--- config.mk ---
export PLATFORM = sky130hd
export DESIGN_NAME = gor_acc_flat
export DESIGN_NICKNAME = d
export VERILOG_FILES = /design/src/rtl/gor_acc_if.sv /design/src/rtl/gor_acc.sv /design/src/flat_wrapper.sv
export SDC_FILE = /design/constraint.sdc
export NUM_CORES = 1
export LEC_CHECK = 0
export ABC_AREA = 1
export CAP_MARGIN = 20
export CORE_UTILIZATION = 40
export CTS_BUF_LIST = sky130_fd_sc_hd__clkbuf_2
export DETAILED_ROUTE_END_ITERATION = 7
export PLACE_DENSITY_LB_ADDON = 0.2
export SYNTH_ARGS = -nofsm -noshare
export SYNTH_HDL_FRONTEND = slang
export SYNTH_SLANG_ARGS = --single-unit
export TNS_END_PERCENT = 30
--- constraint.sdc ---
create_clock -name clk -period 1.8 [get_ports clk]
set_input_delay 0.36 -clock clk [delete_from_list [all_inputs] [get_ports clk]]
set_output_delay 0.36 -clock clk [all_outputs]
set_load 0.005 [all_outputs]
--- src/rtl/gor_acc_if.sv ---
// gor_acc_if -- operand/result bundle for the gor_acc bitwise logic unit.
//   master : drives in_valid, clr, mode, op, a, b; observes y, out_valid, busy, cnt
//   slave  : the gor_acc core (inverse directions)
//   WIDTH  : operand/result width in bits
//   COUNT  : operands per accumulation; cnt is $clog2(COUNT)+1 bits wide
interface gor_acc_if #(
  parameter int WIDTH = 16,
  parameter int COUNT = 4
);
  logic                     in_valid;
  logic                     clr;
  logic                     mode;
  logic [1:0]               op;
  logic [WIDTH-1:0]         a;
  logic [WIDTH-1:0]         b;
  logic [WIDTH-1:0]         y;
  logic                     out_valid;
  logic                     busy;
  logic [$clog2(COUNT):0]   cnt;

  modport master (
    output in_valid, clr, mode, op, a, b,
    input  y, out_valid, busy, cnt
  );

  modport slave (
    input  in_valid, clr, mode, op, a, b,
    output y, out_valid, busy, cnt
  );
endinterface

--- src/rtl/gor_acc.sv ---
// gor_acc -- bitwise OR/AND/XOR/NOR unit with pairwise and accumulate modes.
//   clk  : single clock, rising-edge state updates
//   rst  : asynchronous active-high reset
//   bus  : gor_acc_if.slave
//          in_valid/clr/mode/op/a/b in; y (registered result), out_valid
//          (one-cycle result pulse), busy (accumulating), cnt (operands absorbed) out
// Pairwise mode produces a op b one cycle after in_valid. Accumulate mode folds
// COUNT consecutive valid 'a' operands with the op captured on the first one.
module gor_acc #(
  parameter int WIDTH = 16,
  parameter int COUNT = 4
) (
  input  logic    clk,
  input  logic    rst,
  gor_acc_if.slave bus
);

  localparam int CW = $clog2(COUNT) + 1;

  localparam logic [0:0] IDLE = 1'b0;
  localparam logic [0:0] ACC  = 1'b1;

  localparam logic [1:0] OP_OR  = 2'b00;
  localparam logic [1:0] OP_AND = 2'b01;
  localparam logic [1:0] OP_XOR = 2'b10;
  localparam logic [1:0] OP_NOR = 2'b11;

  localparam logic [CW-1:0] CNT_ONE  = CW'(1);
  localparam logic [CW-1:0] CNT_ZERO = CW'(0);
  localparam logic [CW-1:0] CNT_LAST = CW'(COUNT);

  logic [0:0]       state_q, state_d;
  logic [WIDTH-1:0] acc_q, acc_d;
  logic [CW-1:0]    cnt_q, cnt_d;
  logic [1:0]       op_q, op_d;
  logic [WIDTH-1:0] y_q, y_d;
  logic             out_valid_q, out_valid_d;

  logic [WIDTH-1:0] acc_next_s;
  logic [CW-1:0]    cnt_inc_s;

  // Bitwise combine; NOR is the inverted OR of the two operands.
  function automatic logic [WIDTH-1:0] logic_op(
    input logic [WIDTH-1:0] x,
    input logic [WIDTH-1:0] z,
    input logic [1:0]       sel
  );
    logic [WIDTH-1:0] r;
    case (sel)
      OP_OR:   r = x | z;
      OP_AND:  r = x & z;
      OP_XOR:  r = x ^ z;
      OP_NOR:  r = ~(x | z);
      default: r = {WIDTH{1'b0}};
    endcase
    return r;
  endfunction

  assign acc_next_s = logic_op(acc_q, bus.a, op_q);
  assign cnt_inc_s  = cnt_q + CNT_ONE;

  // Next-state and datapath update; clr overrides any in_valid activity.
  always_comb begin
    state_d     = state_q;
    acc_d       = acc_q;
    cnt_d       = cnt_q;
    op_d        = op_q;
    y_d         = y_q;
    out_valid_d = 1'b0;
    if (bus.clr) begin
      state_d = IDLE;
      cnt_d   = CNT_ZERO;
    end else begin
      case (state_q)
        IDLE: begin
          if (bus.in_valid) begin
            if (bus.mode == 1'b0) begin
              y_d         = logic_op(bus.a, bus.b, bus.op);
              out_valid_d = 1'b1;
            end else begin
              acc_d   = bus.a;
              cnt_d   = CNT_ONE;
              op_d    = bus.op;
              state_d = ACC;
            end
          end else begin
            state_d = IDLE;
          end
        end
        ACC: begin
          if (bus.in_valid) begin
            acc_d = acc_next_s;
            // The operand that fills the run publishes the result.
            if (cnt_inc_s == CNT_LAST) begin
              y_d         = acc_next_s;
              out_valid_d = 1'b1;
              cnt_d       = CNT_ZERO;
              state_d     = IDLE;
            end else begin
              cnt_d = cnt_inc_s;
            end
          end else begin
            state_d = ACC;
          end
        end
        default: begin
          state_d = IDLE;
          cnt_d   = CNT_ZERO;
        end
      endcase
    end
  end

  // State registers with asynchronous clear.
  always_ff @(posedge clk or posedge rst) begin
    if (rst) begin
      state_q     <= IDLE;
      acc_q       <= {WIDTH{1'b0}};
      cnt_q       <= CNT_ZERO;
      op_q        <= 2'b00;
      y_q         <= {WIDTH{1'b0}};
      out_valid_q <= 1'b0;
    end else begin
      state_q     <= state_d;
      acc_q       <= acc_d;
      cnt_q       <= cnt_d;
      op_q        <= op_d;
      y_q         <= y_d;
      out_valid_q <= out_valid_d;
    end
  end

  assign bus.y         = y_q;
  assign bus.out_valid = out_valid_q;
  assign bus.busy      = (state_q == ACC);
  assign bus.cnt       = cnt_q;

endmodule

--- src/flat_wrapper.sv ---
// flat-port wrapper written by rule: the top's interface ports become plain ports
module gor_acc_flat 
#(
  parameter int WIDTH = 16,
  parameter int COUNT = 4
)
  (clk, rst, bus_in_valid, bus_clr, bus_mode, bus_op, bus_a, bus_b, bus_y, bus_out_valid, bus_busy, bus_cnt);
  gor_acc_if #(.WIDTH(WIDTH), .COUNT(COUNT)) bus_i ();
  input  logic clk;
  input  logic rst;
  input wire logic [$bits(bus_i.in_valid)-1:0] bus_in_valid;
  input wire logic [$bits(bus_i.clr)-1:0] bus_clr;
  input wire logic [$bits(bus_i.mode)-1:0] bus_mode;
  input wire logic [$bits(bus_i.op)-1:0] bus_op;
  input wire logic [$bits(bus_i.a)-1:0] bus_a;
  input wire logic [$bits(bus_i.b)-1:0] bus_b;
  output wire logic [$bits(bus_i.y)-1:0] bus_y;
  output wire logic [$bits(bus_i.out_valid)-1:0] bus_out_valid;
  output wire logic [$bits(bus_i.busy)-1:0] bus_busy;
  output wire logic [$bits(bus_i.cnt)-1:0] bus_cnt;
  assign bus_i.in_valid = bus_in_valid;
  assign bus_i.clr = bus_clr;
  assign bus_i.mode = bus_mode;
  assign bus_i.op = bus_op;
  assign bus_i.a = bus_a;
  assign bus_i.b = bus_b;
  assign bus_y = bus_i.y;
  assign bus_out_valid = bus_i.out_valid;
  assign bus_busy = bus_i.busy;
  assign bus_cnt = bus_i.cnt;
  gor_acc #(.WIDTH(WIDTH), .COUNT(COUNT)) u_core (.clk(clk), .rst(rst), .bus(bus_i));
endmodule
Yosys cells after proc, flatten, opt, wreduce, memory -nomap -nowiden
Index checks and enable logic that the tools add are counted.
{"block": "word_totals", "register_bits": 39, "out_inout_bits": 21, "in_bits": 39, "elab_cells": 67}
{"block": "op_classes", "add_sub_neg": 1, "n_reduce_logical": 6, "n_bitwise": 10, "eq_ne": 15, "muxes": 29}
{"op": "case mux 16 bit (4 select lines)", "n": 2}
{"op": "two-way mux 16 bit", "n": 7}
{"op": "case mux 16 bit (2 select lines)", "n": 2}
{"op": "AND 16 bit", "n": 2}
{"op": "inverter 16 bit", "n": 2}
{"op": "OR 16 bit", "n": 2}
{"op": "XOR 16 bit", "n": 2}
{"op": "two-way mux 3 bit", "n": 5}
{"op": "two-way mux 1 bit", "n": 10}
{"op": "inequality test 2 bit (second input constant)", "n": 5}
{"op": "inequality test 3 bit (second input constant)", "n": 3}
{"op": "equality test 2 bit (second input constant)", "n": 4}
{"op": "AND reduction 4 bit", "n": 2}
{"op": "case mux 3 bit (2 select lines)", "n": 1}
{"op": "AND reduction 5 bit", "n": 1}
{"op": "equality test 2 x 1 -> 1 bit (second input constant)", "n": 2}
{"op": "logical NOT 2 bit", "n": 2}
{"op": "case mux 1 bit (2 select lines)", "n": 2}
{"op": "adder 3 x 1 -> 3 bit (second input constant)", "n": 1}
{"op": "equality test 3 bit (second input constant)", "n": 1}
{"op": "AND reduction 3 bit", "n": 1}
{"op": "inverter 1 bit", "n": 2}

Depth between registers and ports, before layout
{"block": "depth", "ltp_word": 6, "ltp_mapped": 10, "depth_no_buf": 10}

Worst setup path before layout
OpenSTA, ideal clock, no wires.
{"block": "synth_path", "path_kind": "reg2reg", "start": "register u_core.cnt_q[0] (netlist: u_core.bus.cnt[0])", "end": "register u_core.y_q[7] (netlist: u_core.bus.y[7])", "period_less_slack_ps": 1487, "path_stages_with_launch": 9, "t_arrival_ps": 1370, "n_path_buf": 1, "required_ps": 1683, "path_slack_ps": 313, "path_cell_list": "dfrtp_1 > ha_1 > nand2_1 > nand3_2 > a21oi_4 > inv_2 > buf_6 > nand2_1 > nand2_1"}
{"block": "synth_between", "elab_chain_len": 4}
{"item": "start, declared", "line": "gor_acc.sv:34", "text": "logic [CW-1:0] cnt_q, cnt_d;"}
{"item": "start signal, assigned", "line": "gor_acc.sv:126", "text": "cnt_q <= cnt_d;"}
{"item": "adder 3 x 1 -> 3 bit", "line": "gor_acc.sv:60", "text": "assign cnt_inc_s = cnt_q + CNT_ONE;"}
{"item": "equality test 3 bit", "line": "gor_acc.sv:94", "text": "if (cnt_inc_s == CNT_LAST) begin"}
{"item": "inequality test 2 bit (no source line)"}
{"item": "AND reduction 5 bit (no source line)"}
{"item": "end signal, assigned", "line": "gor_acc.sv:121", "text": "y_q <= {WIDTH{1'b0}};"}
{"item": "end signal, assigned", "line": "gor_acc.sv:128", "text": "y_q <= y_d;"}
{"item": "end, declared", "line": "gor_acc.sv:36", "text": "logic [WIDTH-1:0] y_q, y_d;"}
No other way between the ends.
A chain may end at the register's enable or synchronous reset.

Worst setup path in the final report
{"block": "layout_path", "start": "register u_core.y_q[6] (netlist: u_core.bus.y[6])", "end": "output port bus_y[6]"}
{"item": "end, declared", "line": "flat_wrapper.sv:17", "text": "output wire logic [$bits(bus_i.y)-1:0] bus_y;"}
No word-level cell between the ends.

==> results.sh <==
export IMPL_cts_path_max_buffers=2
export IMPL_clkPwrFrac_pct=13.6
export IMPL_path_depth=1
export IMPL_clock_latency_ns=0.41
export IMPL_slew_headroom_pct=71.4
export IMPL_swShare_pct=40.3
export IMPL_ant_nets=0
export IMPL_start_util_pct=42.0
export IMPL_die_h_um=98.6
export IMPL_drt_vias_per_instance=5.25
export IMPL_min_period_ns=1.74
export IMPL_maxCapViolCount=0
export IMPL_placedCellCount=715
export IMPL_grt_pass1_wl_mm=18.1
export IMPL_required_ns=1.44
export IMPL_synth_seq_cells=39
export IMPL_drt_iter0_drc=163
export IMPL_grt_usage_pct=23.5
export IMPL_cpLargestDelayFamily="buffers and inverters"
export IMPL_worstHoldPathType="in -> async"
export IMPL_crit_path_start="u_core.bus.y[6]$_DFFE_PP0P_"
export IMPL_cp_data_arrival_time_ns=1.38
export IMPL_tightest_slew_ns=0.429
export IMPL_p_per_area_nw_per_um2=657
export IMPL_route_vias_total=3799
export IMPL_clock_skew_ns=0.0261
export IMPL_internal_power_w=0.00186
export IMPL_cts_root_buffer="clkbuf_2"
export IMPL_syn_to_final_growth_pct=26.9
export IMPL_slowest_delay_ns=0.52
export IMPL_reg2reg_from="u_core.bus.cnt[0]$_DFFE_PP0P_"
export IMPL_ir_worst_vdd_v=0.000319
export IMPL_die_x_um=98.6
export IMPL_grt_pass1_vias=3798
export IMPL_r2r_cells=8
export IMPL_final_cell_mix="nand2_1, a21oi_1, ha_1"
export IMPL_final_layout_size_suffix_gt1_share_pct=10.6
export IMPL_gr_total_overflow=0
export IMPL_clock_sinks=39
export IMPL_ys_warn_count=0
export IMPL_wirelength_mm=10.9
export IMPL_tritoncts="built"
export IMPL_finalHoldViolCount=0
export IMPL_fin_crit_sh_pct=96.4
export IMPL_finalSetupViolCount=0
export IMPL_antenna_found_initial=0
export IMPL_fin_total_pwr_w=0.00311
export IMPL_max_freq_mhz=576
export IMPL_post_drt_wl_per_cell_um=15.0
export IMPL_end_kind="output pin"
export IMPL_port_buffers=59
export IMPL_dr_pass1_iters=5
export IMPL_grt_max_degree=40
export IMPL_crit_chain="clkdlybuf4s50_1"
export IMPL_dp_hpwl_mm=7.78
export IMPL_yosysSeqAreaShare_pct=26.1
export IMPL_layout_cells_non_filler=724
export IMPL_cp_num_buf_inv=1
export IMPL_grt_setup_unrepaired="false"
export IMPL_dieArea_um2=9720
export IMPL_power_switching_w=0.00125
export IMPL_crit_type="reg -> out"
export IMPL_outcome="complete, no violations"
export IMPL_synthCells=532
export IMPL_io_pins=60
export IMPL_drc=0
export IMPL_synth_area_per_cell_um2=7.02
export IMPL_final_common_cell="nand2_1"
export IMPL_p_leak_nw=2.61
export IMPL_slew_viol_final=0
export IMPL_numCtsBuffers=5
export IMPL_combPwrFrac_pct=47.6
export IMPL_p_seq_share_pct=38.8
export IMPL_gp_congestion=0.833
export IMPL_start_kind="flop"
export IMPL_nNetsFinal=720
export IMPL_synth_cell_type_count=23
export IMPL_core_area_um2=8890
export IMPL_row_count=34
export IMPL_synth_area_um2=3730
export IMPL_htreeDepth=2
export IMPL_num_antenna_cells=0
export IMPL_ctsHoldBuffers=0
export IMPL_crit_fanout=2
export IMPL_synth_nets=637
export IMPL_cpMaxStageDelayCell="clkdlybuf4s50_1"
export IMPL_cts_reportedPaths_clkPinSlew_ns=0.23
cell usage after synthesis, drive strengths merged:
cell type / instances / area (um2)
nand4: 1 / 6.26
inv: 64 / 240
nand3: 65 / 330
nor2: 22 / 95.1
clkbuf: 3 / 11.3
o21bai: 14 / 105
a21o: 1 / 7.51
buf: 21 / 125
or2: 1 / 6.26
a21oi: 67 / 347
nand2: 148 / 558
dfrtp: 39 / 976
ha: 66 / 826
o21ai: 20 / 100
worst paths after layout:
check                                                 to  slack [ns]
min                        u_core.bus.cnt[0]$_DFFE_PP0P_        0.26
max reg2reg                 u_core.bus.y[12]$_DFFE_PP0P_        0.12
min in group clk            u_core.bus.y[11]$_DFFE_PP0P_        0.51
max in group asynchronous   u_core.acc_q[11]$_DFFE_PP0P_        1.30
max                                             bus_y[6]        0.06
min reg2reg                 u_core.bus.y[11]$_DFFE_PP0P_        0.51
through the flow:
stage	hold WS, ns	setup TNS (ns)	setup slack, ns	instance area, um2	util, %
finish	0.260	0	0.0648	4740	53.3
global route	0.234	0	0.00270	4740	53.3
global placement	0.463	-0.0227	-0.0227	4670	52.6
detailed placement	0.467	-0.0525	-0.0331	4670	52.6
floorplan	0.472	0	0.313	3730	-
CTS	0.255	0	0.00621	4720	53.1
power by group through the flow:
| stage | sequential [W] | clock, W | combinational, W |
|---|---|---|---|
| floorplan | 0.00120 | 0 | 0.000832 |
| global placement | 0.00122 | 0 | 0.00143 |
| detailed placement | 0.00123 | 0 | 0.00148 |
| CTS | 0.00121 | 0.000448 | 0.00149 |
| global route | 0.00124 | 0.000482 | 0.00167 |
| finish | 0.00121 | 0.000423 | 0.00148 |
kinds of logic after synthesis:
logic type,Yosys count,synth area share (%)
AND/OR/NAND/NOR,237,26.7
AO/OA/AOI/OAI,102,15.0
buffers and inverters,88,10.1
adder cells (fa/ha/maj),66,22.1
flip-flops,39,26.1
layer usage:
metal	GRT usage [%]	up-vias	part of all wire (%)
met4	5.86	0	1.4
met5	0	-	0
li1	-	1891	-
met2	41.7	118	49
met3	3.26	12	5.3
met1	30.2	1778	44
registers in the layout (all words and copies together), names as in the netlist:
name                  cells
u_core.acc_q             16
u_core.bus.y             16
u_core.op_q               2
u_core.bus.cnt            3
u_core.bus.out_valid      1
u_core.bus.busy           1
final cells by class:
cell class	instances	area [um2]
clock buffer	6	30.0
clock inverter	2	12.5
fill	882	4150
inverter	64	240
multi-input combinational	405	2380
sequential	39	976
tap	108	135
timing repair buffer	100	963
what timing repair did:
action / in CTS / in global routing
hold endpoints to repair: 0 / 0
gates resized for setup: 0 / 6
setup buffers: 1 / 0
endpoints found under the setup margin: 1 / 6
(Power assumes the default switching activity.)
